--- config.mk ---
export PLATFORM = sky130hd
export DESIGN_NAME = spi_cmd_decoder_flat
export DESIGN_NICKNAME = d
export VERILOG_FILES = /design/src/rtl/ledpi_pkg.sv /design/src/rtl/spi_cmd_decoder_if.sv /design/src/rtl/sync_fifo.sv /design/src/rtl/spi_cmd_decoder.sv /design/src/flat_wrapper.sv
export SDC_FILE = /design/constraint.sdc
export NUM_CORES = 1
export LEC_CHECK = 0
export ABC_CLOCK_PERIOD_IN_PS = 3100
export CELL_PAD_IN_SITES_DETAIL_PLACEMENT = 1
export CELL_PAD_IN_SITES_GLOBAL_PLACEMENT = 1
export CORE_ASPECT_RATIO = 1.2
export CORE_MARGIN = 2
export CORE_UTILIZATION = 48
export DETAILED_ROUTE_END_ITERATION = 10
export GPL_ROUTABILITY_DRIVEN = 0
export HOLD_SLACK_MARGIN = 0.15
export PLACE_DENSITY_LB_ADDON = 0.1
export SYNTH_ARGS = -nofsm -noshare
export SYNTH_HDL_FRONTEND = slang
export SYNTH_SLANG_ARGS = --single-unit
--- constraint.sdc ---
create_clock -name clk -period 3.1 [get_ports clk]
set_input_delay 0.62 -clock clk [delete_from_list [all_inputs] [get_ports clk]]
set_output_delay 0.62 -clock clk [all_outputs]
set_load 0.02 [all_outputs]
--- src/rtl/ledpi_pkg.sv ---
// Shared definitions for the LED panel command path: SPI word layout,
// opcodes and the command decoder FSM encoding.
package ledpi_pkg;

  localparam int SPI_WORD_W = 21;
  localparam int ADDR_W     = 10;
  localparam int COLOR_W    = 9;

  // Field positions inside one SPI word
  localparam int OP_MSB     = 20;
  localparam int OP_LSB     = 19;
  localparam int ADDR_LSB   = 9;
  localparam int COLOR_LSB  = 0;

  typedef enum logic [1:0] {
    OP_WRITE = 2'b00,
    OP_FILL  = 2'b01,
    OP_SWAP  = 2'b10,
    OP_NOP   = 2'b11
  } opcode_t;

  typedef enum logic [1:0] {
    ST_IDLE  = 2'b00,
    ST_WRITE = 2'b01,
    ST_FILL  = 2'b10,
    ST_SWAP  = 2'b11
  } state_t;

  // Extract the opcode field of a received SPI word
  function automatic opcode_t word_opcode(input logic [SPI_WORD_W-1:0] word);
    return opcode_t'(word[OP_MSB:OP_LSB]);
  endfunction

endpackage

--- src/rtl/spi_cmd_decoder_if.sv ---
// Frame-buffer write port plus buffer-swap request, shared between the
// command decoder (master) and the frame buffer / scan logic (slave).
interface spi_cmd_decoder_if #(
  parameter int ADDR_W  = 10,
  parameter int COLOR_W = 9
) ();

  logic               fb_wr_valid;
  logic               fb_wr_ready;
  logic [ADDR_W-1:0]  fb_wr_addr;
  logic [COLOR_W-1:0] fb_wr_color;
  logic               swap_pulse;

  modport master (
    output fb_wr_valid,
    output fb_wr_addr,
    output fb_wr_color,
    output swap_pulse,
    input  fb_wr_ready
  );

  modport slave (
    input  fb_wr_valid,
    input  fb_wr_addr,
    input  fb_wr_color,
    input  swap_pulse,
    output fb_wr_ready
  );

endinterface

--- src/rtl/sync_fifo.sv ---
// Small synchronous FIFO with a combinational head. A push while full is
// accepted only when a pop frees a slot in the same cycle.
module sync_fifo #(
  parameter int WIDTH = 21,
  parameter int DEPTH = 4
) (
  input  logic             clk,
  input  logic             rst,
  input  logic             push_i,
  input  logic             pop_i,
  input  logic [WIDTH-1:0] data_i,
  output logic [WIDTH-1:0] data_o,
  output logic             full_o,
  output logic             empty_o
);

  localparam int PTR_W = (DEPTH > 1) ? $clog2(DEPTH) : 1;
  localparam int CNT_W = PTR_W + 1;

  logic [WIDTH-1:0] mem_q [DEPTH];
  logic [PTR_W-1:0] wr_ptr_q;
  logic [PTR_W-1:0] rd_ptr_q;
  logic [CNT_W-1:0] count_q;
  logic             push_ok_s;
  logic             pop_ok_s;

  assign full_o    = (count_q == CNT_W'(DEPTH));
  assign empty_o   = (count_q == {CNT_W{1'b0}});
  assign pop_ok_s  = pop_i & ~empty_o;
  assign push_ok_s = push_i & (~full_o | pop_ok_s);
  assign data_o    = mem_q[rd_ptr_q];

  // Storage array: written on accepted pushes, no reset needed
  always_ff @(posedge clk) begin
    if (push_ok_s) begin
      mem_q[wr_ptr_q] <= data_i;
    end
  end

  // Pointers and occupancy count
  always_ff @(posedge clk or posedge rst) begin
    if (rst) begin
      wr_ptr_q <= {PTR_W{1'b0}};
      rd_ptr_q <= {PTR_W{1'b0}};
      count_q  <= {CNT_W{1'b0}};
    end else begin
      if (push_ok_s) begin
        wr_ptr_q <= wr_ptr_q + PTR_W'(1);
      end
      if (pop_ok_s) begin
        rd_ptr_q <= rd_ptr_q + PTR_W'(1);
      end
      case ({push_ok_s, pop_ok_s})
        2'b10:   count_q <= count_q + CNT_W'(1);
        2'b01:   count_q <= count_q - CNT_W'(1);
        default: count_q <= count_q;
      endcase
    end
  end

endmodule

--- src/rtl/spi_cmd_decoder.sv ---
// Turns completed SPI words into frame-buffer writes and buffer-swap pulses.
// The rising edge of chip select (end of packet) queues the word; the FSM
// executes queued commands strictly in order.
module spi_cmd_decoder #(
  parameter int FIFO_DEPTH = 4,
  parameter int ADDR_W     = ledpi_pkg::ADDR_W,
  parameter int COLOR_W    = ledpi_pkg::COLOR_W,
  parameter int NUM_PIXELS = 1024
) (
  input  logic                             clk,
  input  logic                             rst,
  input  logic                             cs,
  input  logic [ledpi_pkg::SPI_WORD_W-1:0] received_data,
  spi_cmd_decoder_if.master                fb,
  output logic                             busy,
  output logic                             overflow
);

  import ledpi_pkg::*;

  logic                  cs_meta_q;
  logic                  cs_sync_q;
  logic                  cs_prev_q;
  logic                  cs_rise_s;

  logic [SPI_WORD_W-1:0] head_s;
  logic                  fifo_full_s;
  logic                  fifo_empty_s;
  logic                  pop_s;

  state_t                state_q;
  logic                  valid_q;
  logic [ADDR_W-1:0]     addr_q;
  logic [COLOR_W-1:0]    color_q;
  logic                  swap_q;
  logic                  busy_q;
  logic                  overflow_q;
  logic                  overflow_d;

  // Synchronize chip select and remember the previous value; all three flops
  // reset high so leaving reset never looks like an end of packet.
  always_ff @(posedge clk or posedge rst) begin
    if (rst) begin
      cs_meta_q <= 1'b1;
      cs_sync_q <= 1'b1;
      cs_prev_q <= 1'b1;
    end else begin
      cs_meta_q <= cs;
      cs_sync_q <= cs_meta_q;
      cs_prev_q <= cs_sync_q;
    end
  end

  assign cs_rise_s = cs_sync_q & ~cs_prev_q;
  assign pop_s     = (state_q == ST_IDLE) & ~fifo_empty_s;

  sync_fifo #(
    .WIDTH (SPI_WORD_W),
    .DEPTH (FIFO_DEPTH)
  ) u_cmd_fifo (
    .clk     (clk),
    .rst     (rst),
    .push_i  (cs_rise_s),
    .pop_i   (pop_s),
    .data_i  (received_data),
    .data_o  (head_s),
    .full_o  (fifo_full_s),
    .empty_o (fifo_empty_s)
  );

  // A word is lost only when the FIFO is full and no pop frees a slot
  always_comb begin
    overflow_d = overflow_q;
    if (cs_rise_s && fifo_full_s && !pop_s) begin
      overflow_d = 1'b1;
    end else begin
      overflow_d = overflow_q;
    end
  end

  // Sticky overflow flag
  always_ff @(posedge clk or posedge rst) begin
    if (rst) begin
      overflow_q <= 1'b0;
    end else begin
      overflow_q <= overflow_d;
    end
  end

  // Command FSM with registered write port, swap pulse and busy; addr_q also
  // serves as the FILL address counter.
  always_ff @(posedge clk or posedge rst) begin
    if (rst) begin
      state_q <= ST_IDLE;
      valid_q <= 1'b0;
      addr_q  <= {ADDR_W{1'b0}};
      color_q <= {COLOR_W{1'b0}};
      swap_q  <= 1'b0;
      busy_q  <= 1'b0;
    end else begin
      busy_q <= (state_q != ST_IDLE) | ~fifo_empty_s;
      case (state_q)
        ST_IDLE: begin
          if (pop_s) begin
            case (word_opcode(head_s))
              OP_WRITE: begin
                valid_q <= 1'b1;
                addr_q  <= head_s[ADDR_LSB +: ADDR_W];
                color_q <= head_s[COLOR_LSB +: COLOR_W];
                state_q <= ST_WRITE;
              end
              OP_FILL: begin
                valid_q <= 1'b1;
                addr_q  <= {ADDR_W{1'b0}};
                color_q <= head_s[COLOR_LSB +: COLOR_W];
                state_q <= ST_FILL;
              end
              OP_SWAP: begin
                swap_q  <= 1'b1;
                state_q <= ST_SWAP;
              end
              default: begin
                state_q <= ST_IDLE;
              end
            endcase
          end
        end
        ST_WRITE: begin
          if (fb.fb_wr_ready) begin
            valid_q <= 1'b0;
            state_q <= ST_IDLE;
          end
        end
        ST_FILL: begin
          if (fb.fb_wr_ready) begin
            if (addr_q == ADDR_W'(NUM_PIXELS - 1)) begin
              valid_q <= 1'b0;
              state_q <= ST_IDLE;
            end else begin
              addr_q <= addr_q + ADDR_W'(1);
            end
          end
        end
        ST_SWAP: begin
          swap_q  <= 1'b0;
          state_q <= ST_IDLE;
        end
        default: begin
          valid_q <= 1'b0;
          swap_q  <= 1'b0;
          state_q <= ST_IDLE;
        end
      endcase
    end
  end

  assign fb.fb_wr_valid = valid_q;
  assign fb.fb_wr_addr  = addr_q;
  assign fb.fb_wr_color = color_q;
  assign fb.swap_pulse  = swap_q;
  assign busy           = busy_q;
  assign overflow       = overflow_q;

endmodule

--- src/flat_wrapper.sv ---
// flat-port wrapper written by rule: the top's interface ports become plain ports
module spi_cmd_decoder_flat import ledpi_pkg::*;
#(
  parameter int FIFO_DEPTH = 4,
  parameter int ADDR_W     = ledpi_pkg::ADDR_W,
  parameter int COLOR_W    = ledpi_pkg::COLOR_W,
  parameter int NUM_PIXELS = 1024
)
  (clk, rst, cs, received_data, busy, overflow, fb_fb_wr_valid, fb_fb_wr_addr, fb_fb_wr_color, fb_swap_pulse, fb_fb_wr_ready);
  spi_cmd_decoder_if #(.ADDR_W(ADDR_W), .COLOR_W(COLOR_W)) fb_i ();
  input  logic clk;
  input  logic rst;
  input  logic cs;
  input  logic [ledpi_pkg::SPI_WORD_W-1:0] received_data;
  output logic busy;
  output logic overflow;
  output wire logic [$bits(fb_i.fb_wr_valid)-1:0] fb_fb_wr_valid;
  output wire logic [$bits(fb_i.fb_wr_addr)-1:0] fb_fb_wr_addr;
  output wire logic [$bits(fb_i.fb_wr_color)-1:0] fb_fb_wr_color;
  output wire logic [$bits(fb_i.swap_pulse)-1:0] fb_swap_pulse;
  input wire logic [$bits(fb_i.fb_wr_ready)-1:0] fb_fb_wr_ready;
  assign fb_fb_wr_valid = fb_i.fb_wr_valid;
  assign fb_fb_wr_addr = fb_i.fb_wr_addr;
  assign fb_fb_wr_color = fb_i.fb_wr_color;
  assign fb_swap_pulse = fb_i.swap_pulse;
  assign fb_i.fb_wr_ready = fb_fb_wr_ready;
  spi_cmd_decoder #(.FIFO_DEPTH(FIFO_DEPTH), .ADDR_W(ADDR_W), .COLOR_W(COLOR_W), .NUM_PIXELS(NUM_PIXELS)) u_core (.clk(clk), .rst(rst), .cs(cs), .received_data(received_data), .fb(fb_i), .busy(busy), .overflow(overflow));
endmodule
Word-level counts from Yosys, hierarchy flattened
Memories as Yosys holds them, arrays and structs flattened.
Cells that the tools add are included.

word-level totals
  bits in registers = 35
  bits in writable memories = 84
  input port bits = 25
  output and inout bits = 23
  logic and storage cells = 85
  memories kept = 1

memories
  name                     words  bits a word  read ports  clocked after memory_dff  wr ports  RTL line         text
  u_core.u_cmd_fifo.mem_q  4      21           1           0                         1         sync_fifo.sv:20  logic [WIDTH-1:0] mem_q [DEPTH];

cells by class
  add/subtract/negate cells = 5
  equal/unequal tests = 17
  mux-type cells = 23
  bitwise logic cells = 9
  reductions and logical operators = 17

operators by type and width
  kind                     count
  $pmux W10 S2             2
  $mux W10                 3
  $add A10 B1 Y10 const B  1
  $eq A10 B10 Y1 const B   1
  $ne A2 B2 Y1 const B     5
  $mux W1                  9
  $eq A2 B2 Y1 const B     4
  $mux W2                  4
  $pmux W2 S4              1
  $reduce_bool A2 Y1       4
  $eq A2 B1 Y1 const B     3
  $pmux W2 S3              1
  $pmux W3 S2              1
  $reduce_and A3 Y1        2
  $reduce_and A6 Y1        1
  $reduce_and A5 Y1        1
  $add A2 B1 Y2 const B    2
  $and A1 B1 Y1            4
  $logic_not A2 Y1         2
  $ne A2 B1 Y1 const B     2
  $reduce_and A4 Y1        1
  $add A3 B1 Y3 const B    1
  $eq A3 B3 Y1 const B     1
  $logic_not A3 Y1         1
  other kinds (10)         14

Logic depth before layout (Yosys ltp)
  word-level depth = 8
  gate-level depth with buffers = 10
  gate-level depth less buffers = 8

Hierarchy
From an unflattened synthesis, not the netlist that was laid out.

second synthesis, totals
  cells, all modules = 316
  area total of the unflattened synthesis = 5113.7 µm²

by module, submodules not included
  module           instances  cells an instance  area each (µm²)  sequential area each (µm²)
  sync_fifo        1          164                3543.4           2697.6
  spi_cmd_decoder  1          152                1570.3           704.4

Worst setup path before layout
OpenSTA, ideal clock, no wires.

  path kind = register to register
  from = register u_core.u_cmd_fifo.rd_ptr_q[0]
  to = register u_core.addr_q[0] (netlist: u_core.fb.fb_wr_addr[0])
  setup time = 120 ps
  data arrival time = 2451 ps
  required time = 2980 ps
  setup slack = 529 ps
  cell stages (with the launch flop) = 10
  path buffers = 3
  clock period less this slack = 2571 ps
  path through = dfrtp_1 > buf_2 > buf_2 > mux4_2 > ha_1 > nor3b_1 > nor4_4 > and2_4 > buf_6 > a31o_1

between the ends
  word-level cells in the longest chain between the ends = 5
  elaborated cells between the ends (all ways) = 8
  classes of those cells = eq/ne (2); mux (3); reduce/logical (2); memory (1)

ends and longest elaborated chain
  element                                           RTL line                text
  from (decl)                                       sync_fifo.sv:22         logic [PTR_W-1:0] rd_ptr_q;
  from (signal assigned)                            sync_fifo.sv:44         rd_ptr_q <= {PTR_W{1'b0}};
  from (signal assigned)                            sync_fifo.sv:51         rd_ptr_q <= rd_ptr_q + PTR_W'(1);
  $mem_v2 Z4 W21 (*)                                --
  $eq A2 B1 Y1 or $logic_not A2 Y1 (tied branches)  spi_cmd_decoder.sv:105  case (word_opcode(head_s))
  $pmux W10 S2                                      spi_cmd_decoder.sv:105
  $mux W10                                          spi_cmd_decoder.sv:104  if (pop_s) begin
  $pmux W10 S2                                      spi_cmd_decoder.sv:102  case (state_q)
  to (signal assigned)                              spi_cmd_decoder.sv:96   addr_q <= {ADDR_W{1'b0}};
  to (signal assigned)                              spi_cmd_decoder.sv:108  addr_q <= head_s[ADDR_LSB +: ADDR_W];
  to (signal assigned)                              spi_cmd_decoder.sv:114  addr_q <= {ADDR_W{1'b0}};
  to (decl)                                         spi_cmd_decoder.sv:33   logic [ADDR_W-1:0] addr_q;

Mark *: on every way between the ends. The rest lies on a longest branch, timed or not. The select of a mux whose other input is x is not followed.
A chain may end at the register's enable or synchronous reset.

Worst setup path after layout
  from = register u_core.u_cmd_fifo.rd_ptr_q[0]
  to = register u_core.color_q[1] (netlist: u_core.fb.fb_wr_color[1])

between the ends
  word-level cells in the longest chain between the ends = 4
  elaborated cells between the ends (all ways) = 5
  classes of those cells = eq/ne (1); reduce/logical (3); memory (1)

ends and longest elaborated chain
  element                                           RTL line                text
  $mem_v2 Z4 W21 (*)                                --
  $eq A2 B1 Y1 or $logic_not A2 Y1 (tied branches)  spi_cmd_decoder.sv:105
  $reduce_or A2 Y1 (no line)                        --
  $reduce_and A3 Y1 (no line)                       --
  to (signal assigned)                              spi_cmd_decoder.sv:97   color_q <= {COLOR_W{1'b0}};
  to (signal assigned)                              spi_cmd_decoder.sv:109  color_q <= head_s[COLOR_LSB +: COLOR_W];
  to (signal assigned)                              spi_cmd_decoder.sv:115  color_q <= head_s[COLOR_LSB +: COLOR_W];
  to (decl)                                         spi_cmd_decoder.sv:34   logic [COLOR_W-1:0] color_q;

Mark *: on every way between the ends. The rest lies on a longest branch, timed or not.

==> out/summary.txt <==
Worst R2R Path Depth: 6
Hold Crit Class: flip-flop to flip-flop
Worst Setup EP: u_core.fb.fb_wr_color[1]
biggest area consumer among synthesized cells: edfxtp_1
Yosys top cell area share: 50.9%
Finish-stage setup viols: 0
DRT antenna net count: 0
wire length of the first global-routing pass: 16000 um
Mapped Area: 4950 um2
total power density per cell area: 1060 nW/um2
critical path buffer and inverter count: 1
CP Class: flip-flop to flip-flop
Nets: 400
EDFF count, synth: 84
Initial Util: 49.5%
post-synthesis area per instance: 17.0 um2
Die H: 115 um
Port Buffers: 47
max-slew violations: 0
max_slew headroom: 57.1%
number of global-route vias before repair: 3036
worst skew pair latency: 0.40 ns
Ports: 48
Max VDD drop: 0.000537 V
CP required: 3.39 ns
sequential fraction of the synthesis area: 68.7%
DRC viols: 0
critical path cell sequence: mux4_2, inv_1, ha_1, nor2_1, nor2_2, mux2_2
CTS tree: built
Reg clk slew, reported paths: 0.05 ns
Core Footprint: 10000 um2
CTS Buf Count: 17
Peak Freq: 395 MHz
Vias/cell: 5.53
Post-Route WL: 10100 um
CTS H-tree lvls: 4
DP HPWL: 6510 um
drt initial violations: 110
crit path max fanout: 9
post-synthesis async set-or-reset flop share: 29.4%
gr ovfl total: 0
Fillers: 894
Crit. End Element: flip-flop
dpl cells: 467
delay-heaviest family, CP: multiplexers
layout cells sized above 1: 22.0%
largest net degree at the start of global routing: 36
initial antenna violation count: 0
CP startpoint kind: flip-flop
Root Buffer: clkbuf_16
fin crit share: 81.6%
r2r setup slk: 0.57 ns
Hold Violations, Final: 0
CTS resizes: 0
Mapped Cells: 292
setup TNS: 0 ns
minimum clock period: 2.53 ns
Synthesis Warnings: 0
clock buffer depth: 2
postcts setup bufs: 0
library cells used by synthesis: 48
Critical Path Start: u_core.u_cmd_fifo.rd_ptr_q[0]
RSZ-0062 raised after global routing: no
row count: 40
Main synth FF type: edfxtp_1
die area: 11100 um2
Area contributors post-synth: edfxtp_1, dfrtp_1, mux4_2
Data arrival, critical path: 2.82 ns
die width: 96.7 um
worst r2r dst: u_core.fb.fb_wr_color[1]
Syn Nets: 332
CP Depth: 6
Largest stage delay, worst path: 0.59 ns
Num Clock Sinks: 119
# diodes: 0
overall routing resource usage: 19.4%
Yosys reg bits: 119
area grow syn2layout: 24.6%
non-filler cells, final: 499
launching point of the worst reg2reg path: u_core.u_cmd_fifo.rd_ptr_q[0]
status: finished clean
leak pwr: 0.00225 uW
Worst path slowest cell: mux4_2
max-cap viol count: 0
number of detailed-route iterations in the first pass: 4
Tightest Pin Transition: 0.640 ns
Post-CTS Hold Fix Bufs: 0
WL/cell: 20.2 um
via count: 2757
Layout Skew: 0.0101 ns
## report_power, final
part,leakage (uW),total (uW),internal (uW),switching [uW]
combinational,0.000821,2360,1130,1230
sequential,0.00117,2330,2060,269
clock,0.000263,1840,1190,650
total,0.00225,6530,4380,2150
## flip-flops by register name, summed over array words and instances (netlist names)
| register | cells |
|---|---|
| u_core.busy | 1 |
| u_core.cs_meta_q | 1 |
| u_core.cs_prev_q | 1 |
| u_core.cs_sync_q | 1 |
| u_core.fb.fb_wr_addr | 10 |
| u_core.fb.fb_wr_color | 9 |
| u_core.fb.fb_wr_valid | 1 |
| u_core.fb.swap_pulse | 1 |
| u_core.overflow | 1 |
| u_core.state_q | 2 |
| u_core.u_cmd_fifo.count_q | 3 |
| u_core.u_cmd_fifo.mem_q | 84 |
| u_core.u_cmd_fifo.rd_ptr_q | 2 |
| u_core.u_cmd_fifo.wr_ptr_q | 2 |
## cells by family after synthesis
kind of cell               synth area share (%)
AOI/OAI and AO/OA                          5.66
muxes                                      12.4
buffers and inverters                      2.50
and+or+nand+nor                            5.89
DFF                                        68.7
xor gates and xnor gates                  0.884
adders and majority gates                  3.94
## per-layer routing
metal | track usage, % | wire length [um]
met1 | 21.9 | 4170
met2 | 35.5 | 5550
met3 | 5.17 | 259
met4 | 7.04 | 122
met5 | 0 | 0
## worst min-delay path by stage
stage	from	end	slack [ns]	cells past startpoint
finish	u_core.cs_meta_q	u_core.cs_sync_q	0.36	0
CTS	u_core.cs_meta_q	u_core.cs_sync_q	0.36	0
detailed placement	u_core.cs_meta_q	u_core.cs_sync_q	0.35	0
floorplan	u_core.cs_meta_q	u_core.cs_sync_q	0.35	0
global placement	u_core.cs_meta_q	u_core.cs_sync_q	0.35	0
global route	u_core.cs_meta_q	u_core.cs_sync_q	0.36	0
## layout by cell type (no fill, tap or decap), types with 4 or more instances in the layout
master	count
edfxtp_1	84
clkdlybuf4s50_1	47
dfrtp_1	32
mux4_2	21
clkbuf_16	17
inv_1	16
nand2_1	16
ha_1	14
buf_4	13
a31oi_1	12
mux2_2	10
a21oi_1	8
nor2_1	7
o21ai_0	6
xnor2_1	5
nand3_1	5
nand4_1	4
and2_1	4
clkinv_1	4
## synth_stat cells, types with 4 or more instances
library cell  number
a21oi_1            8
a31oi_1           12
and2_1             4
buf_2              4
dfrtp_1           32
edfxtp_1          84
ha_1              14
inv_1             16
mux2_2            10
mux4_2            21
nand2_1           16
nand3_1            5
nand4_1            4
nor2_1             7
o21ai_0            6
xnor2_1            5
## through the flow
step / setup WS, ns / utilization, % / instance area (um2) / hold WS (ns) / total power (uW)
4_1_cts: 0.513 / 61.7 / 6170 / 0.357 / 6600
5_1_grt: 0.365 / 61.7 / 6170 / 0.365 / 6890
6_report: 0.570 / 61.7 / 6170 / 0.357 / 6530
2_1_floorplan: 0.529 / - / 4950 / 0.345 / 3940
3_3_place_gp: 0.605 / 56.1 / 5610 / 0.347 / 4650
3_5_place_dp: 0.567 / 56.1 / 5610 / 0.350 / 4730
## layout make-up
| class | instances | area [um2] | area share [%] |
|---|---|---|---|
| flip-flops and latches | 119 | 3400 | 55.1 |
| multi-input cells | 146 | 1430 | 23.1 |
| repair buffers | 60 | 568 | 9.20 |
| clock buffers | 21 | 450 | 7.30 |
| well taps | 126 | 158 | 2.55 |
| clock inverters | 11 | 108 | 1.74 |
| inverters | 16 | 60.1 | 0.973 |
(Power assumes the default switching activity.)
